<file path="src/rtl/sha256_pkg.sv">
// Shared SHA-256 definitions for the word-mixing logic.
// Holds the word type, the rotate/shift amounts of the sigma functions,
// the packed result bundle and pure rotate/shift helpers. The helpers
// are also meant for the message-schedule sigma1 (17, 19, SHR10).
package sha256_pkg;

  typedef logic [31:0] word_t;

  // Sigma0: ROTR2 ^ ROTR13 ^ ROTR22
  localparam int S0_R0 = 2;
  localparam int S0_R1 = 13;
  localparam int S0_R2 = 22;

  // Sigma1: ROTR6 ^ ROTR11 ^ ROTR25
  localparam int S1_R0 = 6;
  localparam int S1_R1 = 11;
  localparam int S1_R2 = 25;

  // sigma0: ROTR7 ^ ROTR18 ^ SHR3
  localparam int s0_R0 = 7;
  localparam int s0_R1 = 18;
  localparam int s0_SH = 3;

  // One result word per function, always derived from a single operand.
  typedef struct packed {
    word_t big_sigma0;
    word_t big_sigma1;
    word_t small_sigma0;
  } sigma_res_t;

  // 32-bit rotate right. n=0 gives w unchanged (w << 32 is zero).
  function automatic word_t rotr(input word_t w, input int n);
    return (w >> n) | (w << (32 - n));
  endfunction

  // Logical shift right, zero-filling the top bits.
  function automatic word_t shr(input word_t w, input int n);
    return w >> n;
  endfunction

endpackage

</file>
<file path="src/rtl/sha256_sigma_unit_if.sv">
// Operand/result bundle of the sigma unit.
//   in_valid     : qualifies x
//   x            : operand word
//   big_sigma0   : Sigma0(x)
//   big_sigma1   : Sigma1(x)
//   small_sigma0 : sigma0(x)
//   out_valid    : the three results belong to a qualified x
// master drives the operand, slave (the unit) drives the results.
interface sha256_sigma_unit_if;
  import sha256_pkg::*;

  logic  in_valid;
  word_t x;
  word_t big_sigma0;
  word_t big_sigma1;
  word_t small_sigma0;
  logic  out_valid;

  modport master (
    output in_valid, x,
    input  big_sigma0, big_sigma1, small_sigma0, out_valid
  );

  modport slave (
    input  in_valid, x,
    output big_sigma0, big_sigma1, small_sigma0, out_valid
  );

endinterface

</file>
<file path="src/rtl/sha256_sigma_comb.sv">
// Purely combinational Sigma0 / Sigma1 / sigma0 of one 32-bit word.
//   x_i   : operand word
//   res_o : all three function results for x_i
// Rotations are plain rewiring; only the 3-input XORs cost logic.
module sha256_sigma_comb
  import sha256_pkg::*;
(
  input  word_t      x_i,
  output sigma_res_t res_o
);

  always_comb begin
    res_o              = '0;
    res_o.big_sigma0   = rotr(x_i, S0_R0) ^ rotr(x_i, S0_R1) ^ rotr(x_i, S0_R2);
    res_o.big_sigma1   = rotr(x_i, S1_R0) ^ rotr(x_i, S1_R1) ^ rotr(x_i, S1_R2);
    res_o.small_sigma0 = rotr(x_i, s0_R0) ^ rotr(x_i, s0_R1) ^ shr(x_i, s0_SH);
  end

endmodule

</file>
<file path="src/rtl/sha256_sigma_unit.sv">
// SHA-256 word-mixing unit: Sigma0, Sigma1 and sigma0 of one word in parallel.
//   clk : rising-edge clock
//   rst : asynchronous active-low reset (tie high when unused)
//   bus : slave side of sha256_sigma_unit_if (in_valid/x in, results out)
// OUT_REG=1: results and out_valid registered, 1-cycle latency, one word
//            per clock; results hold while in_valid is low.
// OUT_REG=0: results are f(x) combinationally, out_valid = in_valid, and
//            reset has no effect.
module sha256_sigma_unit
  import sha256_pkg::*;
#(
  parameter bit OUT_REG = 1'b1
) (
  input  logic                 clk,
  input  logic                 rst,
  sha256_sigma_unit_if.slave   bus
);

  sigma_res_t res_c;

  sha256_sigma_comb u_comb (
    .x_i   (bus.x),
    .res_o (res_c)
  );

  if (OUT_REG) begin : g_reg
    sigma_res_t res_d, res_q;
    logic       vld_d, vld_q;

    // Results load as one 96-bit unit so the three words never come
    // from different operands.
    always_comb begin
      res_d = res_q;
      vld_d = bus.in_valid;
      if (bus.in_valid) res_d = res_c;
    end

    always_ff @(posedge clk or negedge rst) begin
      if (!rst) begin
        res_q <= '0;
        vld_q <= 1'b0;
      end else begin
        res_q <= res_d;
        vld_q <= vld_d;
      end
    end

    assign bus.big_sigma0   = res_q.big_sigma0;
    assign bus.big_sigma1   = res_q.big_sigma1;
    assign bus.small_sigma0 = res_q.small_sigma0;
    assign bus.out_valid    = vld_q;
  end else begin : g_comb
    // Clock and reset are intentionally unused in the combinational build.
    logic unused_clk_rst;
    assign unused_clk_rst   = ^{clk, rst};

    assign bus.big_sigma0   = res_c.big_sigma0;
    assign bus.big_sigma1   = res_c.big_sigma1;
    assign bus.small_sigma0 = res_c.small_sigma0;
    assign bus.out_valid    = bus.in_valid;
  end

endmodule

</file>
<file path="src/flat_wrapper.sv">
// flat-port wrapper written by rule: the top's interface ports become plain ports
module sha256_sigma_unit_flat import sha256_pkg::*;
#(
  parameter bit OUT_REG = 1'b1
)
  (clk, rst, bus_in_valid, bus_x, bus_big_sigma0, bus_big_sigma1, bus_small_sigma0, bus_out_valid);
  sha256_sigma_unit_if bus_i ();
  input  logic clk;
  input  logic rst;
  input wire logic [$bits(bus_i.in_valid)-1:0] bus_in_valid;
  input wire logic [$bits(bus_i.x)-1:0] bus_x;
  output wire logic [$bits(bus_i.big_sigma0)-1:0] bus_big_sigma0;
  output wire logic [$bits(bus_i.big_sigma1)-1:0] bus_big_sigma1;
  output wire logic [$bits(bus_i.small_sigma0)-1:0] bus_small_sigma0;
  output wire logic [$bits(bus_i.out_valid)-1:0] bus_out_valid;
  assign bus_i.in_valid = bus_in_valid;
  assign bus_i.x = bus_x;
  assign bus_big_sigma0 = bus_i.big_sigma0;
  assign bus_big_sigma1 = bus_i.big_sigma1;
  assign bus_small_sigma0 = bus_i.small_sigma0;
  assign bus_out_valid = bus_i.out_valid;
  sha256_sigma_unit #(.OUT_REG(OUT_REG)) u_core (.clk(clk), .rst(rst), .bus(bus_i));
endmodule
</file>
<file path="config.mk">
export PLATFORM = sky130hd
export DESIGN_NAME = sha256_sigma_unit_flat
export DESIGN_NICKNAME = d
export VERILOG_FILES = /design/src/rtl/sha256_pkg.sv /design/src/rtl/sha256_sigma_unit_if.sv /design/src/rtl/sha256_sigma_comb.sv /design/src/rtl/sha256_sigma_unit.sv /design/src/flat_wrapper.sv
export SDC_FILE = /design/constraint.sdc
export NUM_CORES = 1
export LEC_CHECK = 0
export BUFFER_PORTS_ARGS = -buffer_cell sky130_fd_sc_hd__buf_4
export CORE_MARGIN = 2
export CORE_UTILIZATION = 50
export CTS_CLUSTER_SIZE = 10
export DETAILED_ROUTE_END_ITERATION = 7
export HOLD_SLACK_MARGIN = 0.08
export PLACE_DENSITY_LB_ADDON = 0.12
export SYNTH_ARGS = -nofsm -noshare
export SYNTH_HDL_FRONTEND = slang
export SYNTH_SLANG_ARGS = --single-unit
</file>
<file path="constraint.sdc">
create_clock -name clk -period 1.4 [get_ports clk]
set_clock_uncertainty 0.15 [all_clocks]
set_input_delay 0.21 -clock clk [delete_from_list [all_inputs] [get_ports clk]]
set_output_delay 0.21 -clock clk [all_outputs]
set_load 0.02 [all_outputs]
</file>
* Word level (Yosys, flattened, before mapping)
Index checks and enable logic that the tools add are counted.
** Storage, ports and cells
- Word-level logic and storage cells :: 18
- Bits in registers :: 97
** Operators by class
- Bitwise operators :: 14
** Operator list (number)
- $xor A32 B32 Y32 :: 5
- $or A10 B32 Y32 :: 1
- $or A14 B32 Y32 :: 1
- $or A19 B32 Y32 :: 1
- $or A21 B32 Y32 :: 1
- $or A25 B32 Y32 :: 1
- $or A26 B32 Y32 :: 1
- $or A30 B32 Y32 :: 1
- $or A7 B32 Y32 :: 1
- $xor A32 B29 Y32 :: 1

* Longest topological paths before layout
- Depth after elaboration :: 3
- Mapped depth :: 5
- Mapped depth without buffers :: 2

* Hierarchy
Synthesis repeated with hierarchy kept, for this count alone.
** Unflattened totals
- Cells, all modules :: 332
- Area total of the unflattened synthesis :: 6331.1 µm²
** By module, submodules not included
- sha256_sigma_unit :: seq. area each 2427.3 µm², area an instance 3789.9 µm², instances 1, cells an instance 204
- sha256_sigma_comb :: seq. area each 0.0 µm², area an instance 2541.2 µm², instances 1, cells an instance 128

* Least setup slack after synthesis
Ideal clock, no wire load.
- Kind :: in2reg
- Start point :: in bus_x[28]
- End point :: reg u_core.g_reg.res_q (netlist bit u_core.bus.big_sigma1[17])
- Path slack :: 145 ps
- Buffers on the path :: 1
- Arrival :: 980 ps
- Stages :: 3
- Cells stage by stage :: buf_6 > xor3_1 > mux2_4
** On the way
- Longest elaborated chain between the ends :: 3
** RTL lines
- from (decl) :: line flat_wrapper.sv:11 : input wire logic [$bits(bus_i.x)-1:0] bus_x;
- $or A21 B32 Y32 :: line sha256_pkg.sv:33 : return (w >> n) | (w << (32 - n));
- $xor A32 B32 Y32 (2 in series) :: line sha256_sigma_comb.sv:15 : res_o.big_sigma1 = rotr(x_i, S1_R0) ^ rotr(x_i, S1_R1) ^ rotr(x_i, S1_R2);
- to (signal assigned) :: line sha256_sigma_unit.sv:43 : res_q <= res_d;
- to (decl) :: line sha256_sigma_unit.sv:27 : sigma_res_t res_d, res_q;
No other way between the ends.
A chain may end at the register's enable or synchronous reset.

* Worst setup path in the final report
- Start point :: in bus_in_valid
- End point :: reg u_core.g_reg.res_q (netlist bit u_core.bus.big_sigma1[8])
** RTL lines
- from (decl) :: line flat_wrapper.sv:10 : input wire logic [$bits(bus_i.in_valid)-1:0] bus_in_valid;
No word-level cell between the ends.

==> impl_results.md <==
* Area growth, synth to finish at 21.1%
* DRC viols at 0
* Hold slack at between 100 and 150 ps
* Die H at 115 µm
* Post-Synth Adder-Cell Area at 0
* Comb pwr share at 0.363
* Htree depth at 3
* Post-Synth XOR/XNOR Area at 0.366
* Post-route setup slack at 80.7 ps
* P_sw at 0.00291 W
* Ys flop type: dfrtp_1
* Leakage at 3.81 nW
* Rows at 40
* Critical R2R Capture: u_core.bus.big_sigma0[2]$_DFFE_PN0P_
* Post-route minimum period at 1320 ps
* Setup Fix Bufs, Post-CTS at 0
* Longest Clk Path Bufs at 2
* Ys async rst share at 1.00
* Design Area, Final at about 7400 µm²
* CP Launch Type: primary input
* Setup-failing EPs final at 0
* Final net count at 489
* Simple-gate portion of the synthesized area at 0.00184
* Gp weighted congestion at 0.747
* Synth top cells by count: dfrtp_1, xor3_1, mux2_2
* TritonRoute pass-1 iters at 4
* Max cap viols at 0
* IO Pins at 132
* # placed instances at 587
* Synth warn at 0
* PnR Total Power at 0.00945 W
* Yosys reg bits at 97
* Synthesized area at approximately 6100 µm²
* Unrepaired setup endpoints after global routing: false
* R2R cell count at 1
* Final Hold Vio Count at 0
* Die footprint at 13100 µm²
* Clock share of power at 0.244
* WL met1 at 6.64 mm
* Post-DRT Antenna Nets at 0
* Share of total power in sequential cells at 0.393
* Slew margin rel. at 0.787
* DR WL/cell at between 20 and 25 µm
* Largest net degree at the start of global routing at 45
* Sequential element share of the synthesized area at 0.398
* Syn_nets at 370
* Routed length on met3 at 812 µm
* Worst IR drop on VDD at 0.577 mV
* Post-Syn Area per Cell at about 18 µm²
* CTS tree: done
* Initial antenna violation count at 0
* Pint at about 0.0065 W
* Cts bufs inserted at 9
* Post-detail-place hpwl at 10.0 mm
* Die Span X at ~110 µm
* Initial Utilization at 0.510
* Met2 wire length at between 7 and 8 mm
* Clk sinks at 97
* Layout fillers at 923
* Vias per inst at 5.31
* Worst Tran Pin Value at between 300 and 400 ps
* Synth cell types at 11
* Vias in the first global route at 3380
* Clock Latency Late Sink at 330 ps
* Start point of the critical path: bus_in_valid
* Critical path class: in -> reg
* Top cell type by total area after synthesis: dfrtp_1
* Dpl cell area at 7100 µm²
* Top Metal Used: met4
* Final Non-Filler Cells at 604
* CTS clk-pin slew, worst paths at 70 ps
* Cells after synthesis at 335
* GRT Overall Usage at 0.234
* Root Driver: clkbuf_16
* Diode count at 0
* Final worst-path cycle share at 0.942
* First-pass GRT wire length at between 20 and 25 mm
* Req. time, crit path at 1470 ps
* Worst Path Max Fanout at 6
* R2R Path Start: u_core.bus.big_sigma0[2]$_DFFE_PN0P_
* Layout cells sized above 1 at 0.551
* Post-synthesis mux area share at 0.172
* Fmax at 758 MHz
* Worst setup EP type: flop
* First DRT Iteration DRCs at 208
* Post-synth EDFFs at 0
* R2R Setup Slk at about 450 ps
* Port-buffer cells at 131
* Routed vias at ~3.2k
* Status: finished clean
* Largest family of logic cells by synthesized area: XOR/XNOR gates
* Placement-stage worst setup slack at -78.2 ps
* Top cells by area, synth: dfrtp_1, xor3_1, mux2_2
* Final Max Tran Viols at 0
* CP Data Arrival Time at approximately 1400 ps
* Sw frac at 0.308
* Synth Area in Compound Gates at 0.00246
* Pwr per Cell Area at 1280 nW/µm²
* Routed wire length at 14.7 mm
* Total gr overflow at 0
* Top-area cell type share of the netlist area at 0.398
* Crit path to: u_core.bus.big_sigma1[8]$_DFFE_PN0P_
* Count leader, synth: dfrtp_1
* Worst hold path type: in -> reg
* Core Area at 12000 µm²
kinds of logic after synthesis:
kind of cell,Yosys count
flip-flops,97
XOR/XNOR,96
multiplexers,93
buffers and inverters,43
AO/OA/AOI/OAI,3
AND/OR/NAND/NOR,3
sequential cells by signal, indices dropped and copies added (netlist names):
| name | cells |
|---|---|
| u_core.bus.out_valid | 1 |
| u_core.bus.big_sigma0 | 32 |
| u_core.bus.big_sigma1 | 32 |
| u_core.bus.small_sigma0 | 32 |
metrics by stage:
stage | util | TNS (ps)
floorplan | - | 0
global placement | 0.594 | -111
detailed placement | 0.594 | -405
CTS | 0.617 | 0
global route | 0.618 | 0
finish | 0.618 | 0
power by group through the flow:
stage | Clock [W] | Combinational, W | Sequential, W
after detailed placement | 0 | 0.00346 | 0.00376
after global routing | 0.00248 | 0.00361 | 0.00378
final | 0.00231 | 0.00343 | 0.00371
after global placement | 0 | 0.00340 | 0.00376
after floorplan | 0 | 0.00148 | 0.00436
after CTS | 0.00235 | 0.00347 | 0.00372
repair_timing:
| item | 4_1_cts | 5_1_grt |
|---|---|---|
| setup endpoints to repair | 0 | 5 |
| endpoints found under the hold margin | 99 | 1 |
| resized for setup | 0 | 0 |
| hold buffers | 2 | 2 |
critical path, stage by stage:
cell and delay [ps]:
buf_4 130, dlygate4sd3_1 560, buf_4 150, mux2_2 340
cell type report:
type                       count  area (µm²)  area share
clock buffer                  14         264      0.0357
multi-input combinational    195        3310       0.448
timing repair buffer         151        1200       0.163
sequential                    97        2430       0.328
tap                          147         184      0.0249
worst min path at each step:
stage / start / to / slack (ps) / cells past startpoint
finish: bus_x[4] / u_core.bus.small_sigma0[29]$_DFFE_PN0P_ / 140 / 3
global route: bus_x[4] / u_core.bus.small_sigma0[29]$_DFFE_PN0P_ / 170 / 3
CTS: bus_x[4] / u_core.bus.small_sigma0[29]$_DFFE_PN0P_ / 130 / 3
detailed placement: rst / u_core.bus.big_sigma1[15]$_DFFE_PN0P_ / -20 / 1
global placement: rst / u_core.bus.big_sigma1[15]$_DFFE_PN0P_ / -20 / 1
floorplan: rst / u_core.bus.big_sigma0[0]$_DFFE_PN0P_ / -240 / 0
cell usage in the layout (no fill, tap or decap), drive strengths merged:
| cell | count |
|---|---|
| dlygate4sd3 | 3 |
| xnor2 | 3 |
| buf | 148 |
| xor3 | 93 |
| a21oi | 3 |
| dfrtp | 97 |
| mux2 | 93 |
| clkbuf | 14 |
| nor2 | 3 |
metal layers:
metal	global-route usage	up-vias
met5	0	-
met4	0.0675	0
met3	0.0307	11
met2	0.374	112
met1	0.340	1670
li1	-	1415
No activity file was read; power rests on OpenSTA's default activity.
